===== config.mk =====
export PLATFORM = sky130hd
export DESIGN_NAME = fetch_unit_flat
export DESIGN_NICKNAME = d
export VERILOG_FILES = /design/src/rtl/fetch_unit_if.sv /design/src/rtl/fetch_unit.sv /design/src/flat_wrapper.sv
export SDC_FILE = /design/constraint.sdc
export NUM_CORES = 1
export LEC_CHECK = 0
export CAP_MARGIN = 0
export CORE_MARGIN = 4
export CORE_UTILIZATION = 40
export CTS_CLUSTER_SIZE = 24
export DETAILED_ROUTE_END_ITERATION = 10
export GPL_TIMING_DRIVEN = 0
export HOLD_SLACK_MARGIN = 0.05
export SETUP_SLACK_MARGIN = 0.1
export SLEW_MARGIN = 40
export SYNTH_ARGS = -nofsm -noshare
export SYNTH_HDL_FRONTEND = slang
export SYNTH_SLANG_ARGS = --single-unit

===== constraint.sdc =====
create_clock -name clk -period 6.2 [get_ports clk]
set_clock_uncertainty 0.2 [all_clocks]
set_input_delay 1.24 -clock clk [delete_from_list [all_inputs] [get_ports clk]]
set_output_delay 1.24 -clock clk [all_outputs]
set_load 0.01 [all_outputs]

===== src/rtl/fetch_unit_if.sv =====
// Bus bundle between the fetch unit, instruction memory and the decoder.
// Signal names keep their direction suffixes as seen from the fetch unit.
// With FETCH_MISALIGN_EXC_EN defined the bundle also carries the
// misaligned-fetch exception outputs.
interface fetch_unit_if;
  logic        imem_req_valid_o;
  logic        imem_req_ready_i;
  logic [31:0] imem_req_addr_o;
  logic        imem_rsp_valid_i;
  logic [31:0] imem_rsp_data_i;
  logic        instr_valid_o;
  logic        instr_ready_i;
  logic [31:0] instr_o;
  logic [31:0] pc_o;
  logic [31:0] pc_plus4_o;
  logic        redirect_i;
  logic [31:0] redirect_pc_i;
`ifdef FETCH_MISALIGN_EXC_EN
  logic        fetch_exc_o;
  logic [31:0] fetch_exc_pc_o;

  modport master (
    output imem_req_valid_o, imem_req_addr_o,
    input  imem_req_ready_i, imem_rsp_valid_i, imem_rsp_data_i,
    output instr_valid_o, instr_o, pc_o, pc_plus4_o,
    input  instr_ready_i, redirect_i, redirect_pc_i,
    output fetch_exc_o, fetch_exc_pc_o
  );

  modport slave (
    input  imem_req_valid_o, imem_req_addr_o,
    output imem_req_ready_i, imem_rsp_valid_i, imem_rsp_data_i,
    input  instr_valid_o, instr_o, pc_o, pc_plus4_o,
    output instr_ready_i, redirect_i, redirect_pc_i,
    input  fetch_exc_o, fetch_exc_pc_o
  );
`else
  modport master (
    output imem_req_valid_o, imem_req_addr_o,
    input  imem_req_ready_i, imem_rsp_valid_i, imem_rsp_data_i,
    output instr_valid_o, instr_o, pc_o, pc_plus4_o,
    input  instr_ready_i, redirect_i, redirect_pc_i
  );

  modport slave (
    input  imem_req_valid_o, imem_req_addr_o,
    output imem_req_ready_i, imem_rsp_valid_i, imem_rsp_data_i,
    input  instr_valid_o, instr_o, pc_o, pc_plus4_o,
    output instr_ready_i, redirect_i, redirect_pc_i
  );
`endif
endinterface


===== src/rtl/fetch_unit.sv =====
// Instruction fetch stage: PC generation, credit-limited memory requests,
// in-order instruction buffer toward decode, and redirect/flush handling.
// Optional feature macro: FETCH_MISALIGN_EXC_EN (misaligned redirect raises
// an exception and parks fetch in HALT until an aligned redirect).
module fetch_unit #(
  parameter logic [31:0] RESET_PC  = 32'h0000_0000,
  parameter int          BUF_DEPTH = 4
) (
  input logic       clk,
  input logic       reset,
  fetch_unit_if.master bus
);

  localparam int PW = $clog2(BUF_DEPTH);
  localparam int CW = PW + 1;
  localparam logic [PW-1:0] PTR_ONE = PW'(1);
  localparam logic [CW-1:0] CNT_ONE = CW'(1);
  localparam logic [CW:0]   DEPTH_C = (CW + 1)'(BUF_DEPTH);

`ifdef FETCH_MISALIGN_EXC_EN
  typedef enum logic [1:0] {BOOT = 2'd0, RUN = 2'd1, HALT = 2'd2} state_t;
`else
  typedef enum logic [1:0] {BOOT = 2'd0, RUN = 2'd1} state_t;
`endif

  state_t        state, state_next;
  logic [31:0]   fetch_pc, rsp_pc;
  logic [CW-1:0] cnt_out, cnt_buf, discard_cnt;
  logic [CW-1:0] cnt_out_next;
  logic [CW:0]   credit_used;
  logic [PW-1:0] head, tail;
  logic [31:0]   buf_instr [BUF_DEPTH];
  logic [31:0]   buf_pc    [BUF_DEPTH];

  logic        req_valid, req_fire, rsp, push, pop, head_valid, misaligned;
  logic [31:0] redir_pc;

`ifdef FETCH_MISALIGN_EXC_EN
  logic        exc;
  logic [31:0] exc_pc;
  assign misaligned = (bus.redirect_pc_i[1:0] != 2'b00);
`else
  logic unused_lsb;
  assign unused_lsb = ^bus.redirect_pc_i[1:0];
  assign misaligned = 1'b0;
`endif

  // Handshake decode and counter arithmetic shared by the sequential blocks.
  always_comb begin
    redir_pc     = {bus.redirect_pc_i[31:2], 2'b00};
    head_valid   = (cnt_buf != {CW{1'b0}});
    req_fire     = req_valid && bus.imem_req_ready_i;
    rsp          = bus.imem_rsp_valid_i;
    pop          = head_valid && bus.instr_ready_i;
    // A response during a redirect or while stale work is pending is dropped.
    push         = rsp && !bus.redirect_i && (discard_cnt == {CW{1'b0}});
    credit_used  = {1'b0, cnt_out} + {1'b0, cnt_buf};
    cnt_out_next = cnt_out + {{(CW-1){1'b0}}, req_fire} - {{(CW-1){1'b0}}, rsp};
  end

  // FSM state register.
  always_ff @(posedge clk or posedge reset) begin
    if (reset) state <= BOOT;
    else       state <= state_next;
  end

  // FSM next state: leave BOOT after one cycle; redirects pick RUN or HALT.
  always_comb begin
    state_next = state;
    case (state)
      BOOT:    state_next = RUN;
      RUN:     state_next = RUN;
`ifdef FETCH_MISALIGN_EXC_EN
      HALT:    state_next = HALT;
`endif
      default: state_next = BOOT;
    endcase
`ifdef FETCH_MISALIGN_EXC_EN
    if (bus.redirect_i) begin
      if (misaligned) state_next = HALT;
      else            state_next = RUN;
    end else begin
      state_next = state_next;
    end
`endif
  end

  // FSM outputs: request only in RUN and only while a buffer slot is reserved.
  always_comb begin
    req_valid = 1'b0;
    if (state == RUN && credit_used < DEPTH_C) req_valid = 1'b1;
    else                                       req_valid = 1'b0;
  end

  // PCs, credit/discard counters and buffer pointers; redirect wins.
  always_ff @(posedge clk or posedge reset) begin
    if (reset) begin
      fetch_pc    <= RESET_PC;
      rsp_pc      <= RESET_PC;
      cnt_out     <= {CW{1'b0}};
      cnt_buf     <= {CW{1'b0}};
      discard_cnt <= {CW{1'b0}};
      head        <= {PW{1'b0}};
      tail        <= {PW{1'b0}};
    end else begin
      cnt_out <= cnt_out_next;
      if (bus.redirect_i) begin
        fetch_pc    <= redir_pc;
        rsp_pc      <= redir_pc;
        // Every request still in flight after this edge returns stale data.
        discard_cnt <= cnt_out_next;
        cnt_buf     <= {CW{1'b0}};
        head        <= {PW{1'b0}};
        tail        <= {PW{1'b0}};
      end else begin
        if (req_fire) fetch_pc <= fetch_pc + 32'd4;
        if (push)     rsp_pc   <= rsp_pc + 32'd4;
        if (rsp && discard_cnt != {CW{1'b0}}) discard_cnt <= discard_cnt - CNT_ONE;
        if (push) tail <= tail + PTR_ONE;
        if (pop)  head <= head + PTR_ONE;
        cnt_buf <= cnt_buf + {{(CW-1){1'b0}}, push} - {{(CW-1){1'b0}}, pop};
      end
    end
  end

  // Buffer storage; contents are only observed when the entry is valid.
  always_ff @(posedge clk) begin
    if (push) begin
      buf_instr[tail] <= bus.imem_rsp_data_i;
      buf_pc[tail]    <= rsp_pc;
    end
  end

`ifdef FETCH_MISALIGN_EXC_EN
  // Exception flag: set by a misaligned redirect, cleared by an aligned one.
  always_ff @(posedge clk or posedge reset) begin
    if (reset) begin
      exc    <= 1'b0;
      exc_pc <= 32'h0000_0000;
    end else if (bus.redirect_i) begin
      exc <= misaligned;
      if (misaligned) exc_pc <= bus.redirect_pc_i;
    end
  end

  assign bus.fetch_exc_o    = exc;
  assign bus.fetch_exc_pc_o = exc_pc;
`endif

  assign bus.imem_req_valid_o = req_valid;
  assign bus.imem_req_addr_o  = req_valid  ? fetch_pc : 32'h0000_0000;
  assign bus.instr_valid_o    = head_valid;
  assign bus.instr_o          = head_valid ? buf_instr[head] : 32'h0000_0000;
  assign bus.pc_o             = head_valid ? buf_pc[head] : 32'h0000_0000;
  assign bus.pc_plus4_o       = head_valid ? buf_pc[head] + 32'd4 : 32'h0000_0000;

endmodule


===== src/flat_wrapper.sv =====
// flat-port wrapper written by rule: the top's interface ports become plain ports
module fetch_unit_flat 
#(
  parameter logic [31:0] RESET_PC  = 32'h0000_0000,
  parameter int          BUF_DEPTH = 4
)
  (clk, reset, bus_imem_req_valid_o, bus_imem_req_addr_o, bus_imem_req_ready_i, bus_imem_rsp_valid_i, bus_imem_rsp_data_i, bus_instr_valid_o, bus_instr_o, bus_pc_o, bus_pc_plus4_o, bus_instr_ready_i, bus_redirect_i, bus_redirect_pc_i);
  fetch_unit_if bus_i ();
  input logic clk;
  input logic reset;
  output wire logic [$bits(bus_i.imem_req_valid_o)-1:0] bus_imem_req_valid_o;
  output wire logic [$bits(bus_i.imem_req_addr_o)-1:0] bus_imem_req_addr_o;
  input wire logic [$bits(bus_i.imem_req_ready_i)-1:0] bus_imem_req_ready_i;
  input wire logic [$bits(bus_i.imem_rsp_valid_i)-1:0] bus_imem_rsp_valid_i;
  input wire logic [$bits(bus_i.imem_rsp_data_i)-1:0] bus_imem_rsp_data_i;
  output wire logic [$bits(bus_i.instr_valid_o)-1:0] bus_instr_valid_o;
  output wire logic [$bits(bus_i.instr_o)-1:0] bus_instr_o;
  output wire logic [$bits(bus_i.pc_o)-1:0] bus_pc_o;
  output wire logic [$bits(bus_i.pc_plus4_o)-1:0] bus_pc_plus4_o;
  input wire logic [$bits(bus_i.instr_ready_i)-1:0] bus_instr_ready_i;
  input wire logic [$bits(bus_i.redirect_i)-1:0] bus_redirect_i;
  input wire logic [$bits(bus_i.redirect_pc_i)-1:0] bus_redirect_pc_i;
  assign bus_imem_req_valid_o = bus_i.imem_req_valid_o;
  assign bus_imem_req_addr_o = bus_i.imem_req_addr_o;
  assign bus_i.imem_req_ready_i = bus_imem_req_ready_i;
  assign bus_i.imem_rsp_valid_i = bus_imem_rsp_valid_i;
  assign bus_i.imem_rsp_data_i = bus_imem_rsp_data_i;
  assign bus_instr_valid_o = bus_i.instr_valid_o;
  assign bus_instr_o = bus_i.instr_o;
  assign bus_pc_o = bus_i.pc_o;
  assign bus_pc_plus4_o = bus_i.pc_plus4_o;
  assign bus_i.instr_ready_i = bus_instr_ready_i;
  assign bus_i.redirect_i = bus_redirect_i;
  assign bus_i.redirect_pc_i = bus_redirect_pc_i;
  fetch_unit #(.RESET_PC(RESET_PC), .BUF_DEPTH(BUF_DEPTH)) u_core (.clk(clk), .reset(reset), .bus(bus_i));
endmodule

==> results of run 1 <==
==> final timing paths <==
check	endpoint	slack, ns	start
hold / removal	u_core.cnt_out[2]$_DFF_PP0_	0.30	u_core.cnt_out[2]$_DFF_PP0_
setup / recovery	bus_pc_plus4_o[30]	0.78	u_core.head[1]$_DFFE_PP0P_
min in group asynchronous	u_core.fetch_pc[7]$_DFFE_PP0P_	0.87	reset
setup reg to reg	u_core.fetch_pc[30]$_DFFE_PP0P_	2.98	u_core.cnt_buf[2]$_DFF_PP0_
max in group asynchronous	u_core.fetch_pc[20]$_DFFE_PP0P_	4.41	reset
hold reg to reg	u_core.cnt_out[2]$_DFF_PP0_	0.30	u_core.cnt_out[2]$_DFF_PP0_
==> power breakdown <==
part / leakage (nW) / switching (mW) / internal, mW / total (mW)
Sequential: 3.10 / 0.116 / 2.48 / 2.59
Combinational: 2.79 / 1.31 / 1.32 / 2.63
Clock: 0.565 / 0.834 / 1.21 / 2.05
==> cells by family after synthesis <==
group | synth area share [%]
multiplexers | 13.4
AND/OR/NAND/NOR | 12.5
XOR/XNOR | 4.30
other | 0.0512
AO/OA/AOI/OAI | 2.09
flip-flops | 63.4
buffers and inverters | 2.75
adder cells (fa/ha/maj) | 1.55
==> final cells by class <==
| class | count | area share, % |
|---|---|---|
| Timing Repair Buffer | 201 | 11.4 |
| Inverter | 35 | 0.736 |
| Buffer | 53 | 1.47 |
| Sequential cell | 322 | 50.2 |
| Clock buffer | 47 | 5.36 |
| Tap cell | 461 | 3.11 |
| Clock inverter | 19 | 0.776 |
| Multi-Input combinational cell | 580 | 27.0 |
==> through the flow <==
stage | power, mW | util [%] | cells
6_report | 7.27 | 51.6 | 1718
5_1_grt | 7.68 | 51.6 | 1718
4_1_cts | 7.38 | 51.6 | 1718
3_5_place_dp | 5.30 | 48.5 | 1652
3_3_place_gp | 5.27 | 47.8 | 1642
2_1_floorplan | 3.98 | - | 990
==> Yosys cell counts, types with 16 or more instances <==
cell type,n
nand3_1,31
and2_1,61
nor3_1,20
mux4_1,16
xnor2_1,37
nand4_1,16
dfrtp_1,74
and3_1,40
edfxtp_1,248
clkbuf_1,30
nor4_1,19
mux2_2,42
mux4_2,46
inv_1,33
nor2_1,45
nand2_1,38
a21oi_1,28
xor2_1,35
==> registers in the layout (all words and copies together) (netlist names) <==
signal              cells
u_core.cnt_out          3
u_core.discard_cnt      3
u_core.tail             2
u_core.state            1
u_core.fetch_pc        30
u_core.cnt_buf          3
u_core.buf_pc         120
u_core.buf_instr      128
u_core.head             2
u_core.rsp_pc          30
==> layer usage <==
metal / share of wire, % / GRT usage (%) / vias up
li1: - / - / 4233
met1: 45 / 25.5 / 4562
met2: 47 / 29.3 / 278
met3: 5.9 / 3.59 / 50
met4: 2.0 / 4.58 / 0
met5: 0 / 0 / -
==> impl_results.md, run 1 <==
* Largest cells by area after synthesis: edfxtp_1 51%, dfrtp_1 13%, mux4_2 7.1%
* Synth Cell Area at 14,700 um^2
* Critical Path Stages at 9
* Setup CP Type: reg -> out
* Pre-antenna DRT Iters at 5
* Crit start category: flip-flop
* Primary FF master, synth: edfxtp_1
* Setup TNS at 0 ns
* Total vias in the final route at between 9,000 and 10,000
* Final Cell Area at between 15,000 and 20,000 um^2
* Port bufs at between 150 and 200
* Most common cell after layout, fill and taps aside: edfxtp_1
* Wirelength per Cell at roughly 21 um
* LEAKAGE at between 6 and 7 nW
* Least-Margin Pin Slew at 0.861 ns
* Critical path required time at between 4 and 5 ns
* GPL Wtd Cong at between 0.8 and 0.9
* Min Tclk post-route at roughly 5.4 ns
* ANT cells at 0
* Max-slew violations at 0
* Setup WS pre-CTS at between 1 and 1.5 ns
* Mean area per synthesized cell at about 15 um^2
* Clock root cell: clkbuf_16
* Vias/cell at 5.31
* Initial antenna violation count at 0
* Vias in the first global route at between 9,000 and 10,000
* Worst reg2reg path depth at 6
* Filler cells at between 3,000 and 4,000
* FP Rows at 69
* Post-synthesis register bit count at 322
* CTS tree: built
* Peak supply drop at roughly 190 uV
* Hold Path Class: reg -> reg
* Cell repeated most along the worst path: buf_2
* WHS Path Cells at 1
* Slowest cell delay on critical path at 0.58 ns
* Crit Path Max Fanout at 10
* Post-synth top area share at between 50% and 60%
* Post-synth EDFFs at about 250
* CP arrival at 3.98 ns
* Cell Chain, Critical Path: buf_2 > buf_2 > buf_1 > mux4_2 > and4_1 > nand2_1 > nor3_1 > mux2_2 > clkdlybuf4s50_1
* Detailed Route WL at between 30 and 40 mm
* Layout cells sized above 1 at between 15 and 20%
* Post-synth top area cell: edfxtp_1
* Gr usage total at 18.2%
* Largest net degree at the start of global routing at 48
* Clock buffer count from CTS at 36
* Register area share after synthesis at between 60 and 70%
* Overflow after GRT at 0
* Worst path top cell family by delay: buffers and inverters
* RSZ-0062 raised after global routing: false
* Most frequent cells in the layout: 248 x edfxtp_1, 191 x clkdlybuf4s50_1, 74 x dfrtp_1
* Setup violators final at 0
* Post-route DRC at 0
* Clock-pin slew on the worst setup and hold paths at 0.06 ns
* Slew HR at 42.5%
* Nets at about 1,300
* Area of the multi-input gates at between 5000 and 6000 um^2
* Number of nets with antenna violations after routing at 0
* Asr flop ratio synth at between 20% and 30%
* Chip Width at ~200 um
* Slowest stage cell, crit path: buf_1
* Area Growth Syn to Fin at 26.4%
* Starting Density at about two fifths
* Global-route wire length before repair at approximately 56 mm
* PwrDens at approximately 390 nW/um^2
* Post-CTS Repair Setup Buffers at 0
* H-tree levels at 2
* Setup crit end kind: primary output
* Final Cycle Share at 87.4%
* # clock sinks at approximately 320
* Core area at roughly 36,000 um^2
* Distinct cells, synth at 55
* Max cap viols at 0
* Final Hold Fails at 0
* Worst Setup Slack, final at 0.780 ns
* Total area of sequential cells at 9300 um^2
* Clock Tree Buf Depth at 3
* Outcome: completed
* DP Area at 17,400 um^2
* DIE HEIGHT at approximately 200 um
* Skew-Pair Late Insertion Delay at just over 0.5 ns
* YS warnings at 0
* Max Freq at 184 MHz
* Die area at about 40,000 um^2
* Io pins at 200
* Post_cts resized at 0
* Hold_buf cts at 0
* Initial DRC Count at approximately 440
* Hold Worst Slack at between 0.3 and 0.4 ns
* Detailed Place HPWL at roughly 26 mm
* Buffers & Inverters on Critical Path at 4
* Mapped Cells at just under 1,000
Note: power is estimated with default switching activity, not from simulation.
==> inputs of run 2 (changes only) <==
--- a/config.mk
+++ b/config.mk
@@ -7,11 +7,12 @@
 export LEC_CHECK = 0
 export CAP_MARGIN = 0
 export CORE_MARGIN = 4
-export CORE_UTILIZATION = 40
+export CORE_UTILIZATION = 59
 export CTS_CLUSTER_SIZE = 24
 export DETAILED_ROUTE_END_ITERATION = 10
 export GPL_TIMING_DRIVEN = 0
 export HOLD_SLACK_MARGIN = 0.05
+export PLACE_DENSITY = 0.85
 export SETUP_SLACK_MARGIN = 0.1
 export SLEW_MARGIN = 40
 export SYNTH_ARGS = -nofsm -noshare
==> impl_results.md, run 2 (synthesized netlist as in run 1, its figures left out) <==
* Post-layout util at 74.6% (+23 points)
* Least-Margin Pin Slew at 0.786 ns (-0.0750 ns)
* Peak supply drop at 247 uV (+31%)
* Vias in the first global route at 10,100 (+5.8%)
* # clock sinks at 322 (unchanged)
* Core area at 24,400 um^2 (-32%)
* Total vias in the final route at 9,766 (+7.0%)
* Setup TNS at 0 ns (unchanged)
* Gr usage total at 26.7% (+8.5 points)
* Hold Path Class: reg -> reg
* FP Rows at 57 (-17%)
* Starting Density at 60.2% (+19 points)
* Max-slew violations at 0 (unchanged)
* Detailed Place HPWL at 24.3 mm (-5.4%)
* Initial antenna violation count at 0 (unchanged)
* CP arrival at 4.04 ns (+0.06 ns)
* Final Non-Filler Cells at 1,566 (-8.8%)
* Total area of sequential cells at 9300 um^2 (unchanged)
* WHS Path Cells at 1 (unchanged)
* Clock-pin slew on the worst setup and hold paths at 0.06 ns (about the same)
* Largest regs: u_core.buf_instr: 128 flops, u_core.buf_pc: 120 flops
* Post_cts resized at 0 (unchanged)
* Min Tclk post-route at 5.48 ns (+0.0628 ns)
* PwrDens at 395 nW/um^2 (+0.78%)
* Max reg flops at 128 (unchanged)
* Final Cycle Share at 88.4% (+1.0 points)
* Post-route DRC at 0 (unchanged)
* Filler cells at 1,459 (-52%)
* Critical path required time at 4.76 ns (about the same)
* Overflow after GRT at 0 (unchanged)
* LEAKAGE at 6.36 nW (-1.4%)
* Max cap viols at 0 (unchanged)
* Most common cell after layout, fill and taps aside: edfxtp_1
* Port bufs at 191 (unchanged)
* Final Hold Fails at 0 (unchanged)
* Vias/cell at 6.24 (+17%)
* ANT cells at 0 (unchanged)
* Nets at 1,307 (-0.68%)
* H-tree levels at 1 (-1)
* Worst reg2reg path depth at 6 (unchanged)
* Register name with the most flops: u_core.buf_instr
* Initial DRC Count at 984 (+120%)
* Wirelength per Cell at 23.6 um (+12%)
* Outcome: completed
* Post-CTS Repair Setup Buffers at 0 (unchanged)
* Crit Path Max Fanout at 10 (unchanged)
* Area of the multi-input gates at 5010 um^2 (unchanged)
* Hold Worst Slack at 0.310 ns (+0.00701 ns)
* Chip Width at 166 um (-17%)
* Clock root cell: clkbuf_16
* Die area at 27,500 um^2 (-31%)
* Area Growth Syn to Fin at 24.0%
* Pre-antenna DRT Iters at 5 (unchanged)
* Detailed Route WL at 37.0 mm (+2.5%)
* Pwr Total at 7.19 mW (-1.1%)
* Hold_buf cts at 0 (unchanged)
* CTS tree: built
* Clock Tree Buf Depth at 3 (unchanged)
* Number of nets with antenna violations after routing at 0 (unchanged)
* RSZ-0062 raised after global routing: false
* Setup crit end kind: primary output
* Global-route wire length before repair at 58.0 mm (+3.1%)
* DIE HEIGHT at 166 um (-17%)
* Largest net degree at the start of global routing at 42 (-13%)
* Io pins at 200 (unchanged)
* Setup CP Type: reg -> out
* Clock buffer count from CTS at 30 (-17%)
* GPL Wtd Cong at 0.855 (+0.22%)
* Skew-Pair Late Insertion Delay at 0.55 ns (+0.04 ns)
* Setup violators final at 0 (unchanged)
* Max Freq at 182 MHz (-1.1%)
* Slew HR at 47.5% (+5.0 points)
* Layout cells sized above 1 at 14.6% (-0.46 points)
* Placed insts at 1,512 (-8.5%)
* Crit start category: flip-flop
* Most frequent cells in the layout: 248 x edfxtp_1, 191 x clkdlybuf4s50_1, 74 x dfrtp_1
[run 2: changes by cell type in the layout (fill, tap and decap cells not counted), sizes merged]
cell      before  now
clkbuf        77   66
inv           36   34
bufinv         2    6
clkinv        16   11
buf           33   29
clkinvlp       0    3
[run 2: area by class of cell]
cell class	count	area share (%)
sequential	322	51.1
inverter	35	0.750
clock inverter	19	1.36
timing repair buffer	198	11.1
buffer	53	1.50
tap	324	2.23
clock buffer	35	4.35
multi-input combinational	580	27.6
[run 2: critical path: stages, from the launching register on]
cell and delay, ns:
dfrtp_1 0.32, buf_2 0.26, buf_2 0.36, buf_1 0.60
mux4_2 0.41, and4_1 0.21, nand3_1 0.11, or4_1 0.41
a21oi_1 0.22, clkdlybuf4s50_1 0.58
[run 2: routing by layer]
metal	global-route usage, %	part of all wire (%)
met4	7.78	3.3
met3	4.69	8.4
met1	36.6	39
met5	0	0
met2	44.6	49
[run 2: worst paths after layout]
check,from,to,slack (ns)
worst max-delay path,u_core.head[1]$_DFFE_PP0P_,bus_pc_plus4_o[31],0.72
worst min-delay path,u_core.cnt_out[2]$_DFF_PP0_,u_core.cnt_out[2]$_DFF_PP0_,0.31
min in group asynchronous,reset,u_core.rsp_pc[8]$_DFFE_PP0N_,0.84
max in group asynchronous,reset,u_core.rsp_pc[9]$_DFFE_PP0N_,4.44
worst max register to register,u_core.cnt_buf[2]$_DFF_PP0_,u_core.fetch_pc[23]$_DFFE_PP0P_,3.03
worst min register to register,u_core.cnt_out[2]$_DFF_PP0_,u_core.cnt_out[2]$_DFF_PP0_,0.31
[run 2: metrics by stage]
stage,cell area [um^2],setup WS (ns)
finish,18200,0.717
global route,18200,0.527
CTS,18200,0.683
detailed placement,17200,1.34
global placement,17000,0.124
floorplan,14700,2.11
[run 2: where the power goes]
| group | switching, mW | internal (mW) | total, mW | leakage [nW] |
|---|---|---|---|---|
| Sequential | 0.124 | 2.48 | 2.60 | 3.10 |
| Clock | 0.777 | 1.16 | 1.93 | 0.504 |
| Combinational | 1.34 | 1.32 | 2.66 | 2.76 |
| Total | 2.24 | 4.96 | 7.19 | 6.36 |
==> inputs of run 3 (changes only) <==
--- a/config.mk
+++ b/config.mk
@@ -12,7 +12,7 @@
 export DETAILED_ROUTE_END_ITERATION = 10
 export GPL_TIMING_DRIVEN = 0
 export HOLD_SLACK_MARGIN = 0.05
-export PLACE_DENSITY = 0.85
+export PLACE_DENSITY = 0.95
 export SETUP_SLACK_MARGIN = 0.1
 export SLEW_MARGIN = 40
 export SYNTH_ARGS = -nofsm -noshare
==> impl_results.md, run 3 (synthesized netlist as in run 1, its figures left out) <==
* DP Area at 17,200 um^2 (about the same)
* Clock buffer count from CTS at 29 (-3.3%)
* Max Freq at 178 MHz (-2.3%)
* FP Rows at 57 (unchanged)
* Critical path required time at 4.76 ns (about the same)
* Final Cycle Share at 90.5% (+2.1 points)
* Total net switching power at 2.19 mW (-2.0%)
* Max cap viols at 0 (unchanged)
* Overflow after GRT at 0 (unchanged)
* Cell Chain, Critical Path: buf_2 > buf_2 > buf_1 > mux4_2 > and4_1 > nand2_1 > nor3_1 > mux2_2 > clkdlybuf4s50_1
* Post-CTS Repair Setup Buffers at 0 (unchanged)
* Register name with the most flops: u_core.buf_instr
* GPL Wtd Cong at 0.882 (+3.1%)
* Global-route wire length before repair at 57.5 mm (-0.98%)
* Port bufs at 191 (unchanged)
* H-tree levels at 1 (unchanged)
* Setup crit end kind: primary output
* Least-Margin Pin Slew at 0.755 ns (-0.0310 ns)
* Placed insts at 1,511 (-0.066%)
* Sw frac at 31.7% (+0.57 points)
* Largest net degree at the start of global routing at 50 (+19%)
* Setup violators final at 0 (unchanged)
* Register-to-register setup slack at 3.14 ns (+0.11 ns)
* Setup crit end: bus_pc_plus4_o[30]
* Max-slew violations at 0 (unchanged)
* Nets at 1,305 (-0.15%)
* Initial antenna violation count at 1 (+1)
* Chip Width at 166 um (unchanged)
* Setup WS pre-CTS at 1.31 ns (-0.0235 ns)
* Layout cells sized above 1 at 14.1% (-0.45 points)
* Clock-pin slew on the worst setup and hold paths at 0.06 ns (about the same)
* CP arrival at 4.17 ns (+0.13 ns)
* Crit start category: flip-flop
* Min Tclk post-route at 5.61 ns (+0.128 ns)
* Core area at 24,400 um^2 (unchanged)
* Logic pwr share at 38.1% (+1.1 points)
* # clock sinks at 322 (unchanged)
* Final Hold Fails at 0 (unchanged)
* Peak supply drop at 206 uV (-17%)
* Worst setup startpoint: u_core.head[1]$_DFFE_PP0P_
* Largest regs: u_core.buf_instr: 128 flops, u_core.buf_pc: 120 flops
* Setup TNS at 0 ns (unchanged)
* Die area at 27,500 um^2 (unchanged)
* Clock root cell: clkbuf_16
* PwrDens at 383 nW/um^2 (-3.1%)
* Worst path top cell family by delay: buffers and inverters
* LEAKAGE at 6.29 nW (-1.1%)
* Io pins at 200 (unchanged)
* Detailed Route WL at 36.3 mm (-1.9%)
* Clock Tree Buf Depth at 3 (unchanged)
* Post-route DRC at 0 (unchanged)
* Area Growth Syn to Fin at 23.0%
* RSZ-0062 raised after global routing: false
* Final Non-Filler Cells at 1,564 (-0.13%)
* Starting Density at 60.2% (unchanged)
* Total vias in the final route at 9,789 (+0.24%)
* Most common cell after layout, fill and taps aside: edfxtp_1
* Most frequent cells in the layout: 248 x edfxtp_1, 191 x clkdlybuf4s50_1, 74 x dfrtp_1
* Final Cell Area at 18,100 um^2 (-0.76%)
* Number of nets with antenna violations after routing at 0 (unchanged)
* CTS tree: built
* Initial DRC Count at 1,107 (+13%)
* Pwr Total at 6.92 mW (-3.8%)
* Pre-antenna DRT Iters at 7 (+2)
* Setup CP Type: reg -> out
* R2R Path Start: u_core.cnt_buf[1]$_DFF_PP0_
* Outcome: completed
* Sequential Power Share at 37.6% (+1.4 points)
* Detailed Place HPWL at 24.5 mm (+1.0%)
* Post_cts resized at 0 (unchanged)
* Max reg flops at 128 (unchanged)
* Critical Path Stages at 9 (unchanged)
* Cell repeated most along the worst path: buf_2
* Worst Setup Slack, final at 0.589 ns (-0.128 ns)
* Clock power share at 24.4% (-2.5 points)
* Hold Path Class: reg -> reg
* Skew-Pair Late Insertion Delay at 0.54 ns (about the same)
* Hold_buf cts at 0 (unchanged)
* Slowest cell delay on critical path at 0.62 ns (+0.02 ns)
* Crit Path Max Fanout at 10 (unchanged)
* Vias/cell at 6.26 (+0.36%)
* Vias in the first global route at 10,100 (+0.14%)
* DIE HEIGHT at 166 um (unchanged)
* Reg-to-reg endpoint: u_core.cnt_buf[2]$_DFF_PP0_
* Wirelength per Cell at 23.2 um (-1.7%)
* Slowest stage cell, crit path: buf_1
* Buffers & Inverters on Critical Path at 4 (unchanged)
* Gr usage total at 26.3% (-0.42 points)
* Cell internal pwr at 4.73 mW (-4.6%)
* Worst reg2reg path depth at 11 (+5)
* Slew HR at 49.7% (+2.2 points)
run 3: cell count changes in the layout (fill, tap and decap cells not counted), moves of 2 or more:
cell	before	now
bufinv_16	6	1
clkbuf_16	31	29
clkbuf_8	0	2
clkinv_1	4	6
clkinvlp_2	2	0
run 3: worst min path at each step:
stage	slack [ns]	cells past startpoint	start	to
final	0.32	1	u_core.cnt_out[2]$_DFF_PP0_	u_core.cnt_out[2]$_DFF_PP0_
after global routing	0.35	1	u_core.cnt_out[2]$_DFF_PP0_	u_core.cnt_out[2]$_DFF_PP0_
after CTS	0.32	1	u_core.cnt_out[2]$_DFF_PP0_	u_core.cnt_out[2]$_DFF_PP0_
after detailed placement	0.31	1	u_core.cnt_out[2]$_DFF_PP0_	u_core.cnt_out[2]$_DFF_PP0_
after global placement	0.29	1	u_core.cnt_out[2]$_DFF_PP0_	u_core.cnt_out[2]$_DFF_PP0_
after floorplan	0.27	1	u_core.cnt_out[2]$_DFF_PP0_	u_core.cnt_out[2]$_DFF_PP0_
run 3: final cells by class:
class	instances	area, um^2
timing repair buffer	197	2030
multi-input combinational	580	5020
sequential	322	9300
antenna	1	2.50
tap	324	405
clock inverter	16	115
buffer	53	273
inverter	35	136
clock buffer	36	772
fill	1422	6340
run 3: through the flow:
stage | hold slack [ns] | utilization [%]
floorplan | 0.270 | -
global placement | 0.293 | 69.7
detailed placement | 0.308 | 70.3
CTS | 0.323 | 74.0
global route | 0.351 | 74.0
finish | 0.321 | 74.0
run 3: power groups by stage:
stage	sequential, mW	combinational (mW)	clock (mW)
after floorplan	2.60	1.39	0
after global placement	2.63	2.51	0
final	2.60	2.63	1.69
after detailed placement	2.64	2.60	0
after global routing	2.62	2.83	1.80
after CTS	2.60	2.63	1.71
run 3: per-layer routing:
metal / GRT usage (%) / part of all wire, % / vias to the layer above
li1: - / - / 4220
met1: 35.1 / 38 / 4789
met2: 44.6 / 50 / 672
met3: 4.96 / 9.6 / 108
met4: 7.64 / 3.2 / 0
met5: 0 / 0 / -
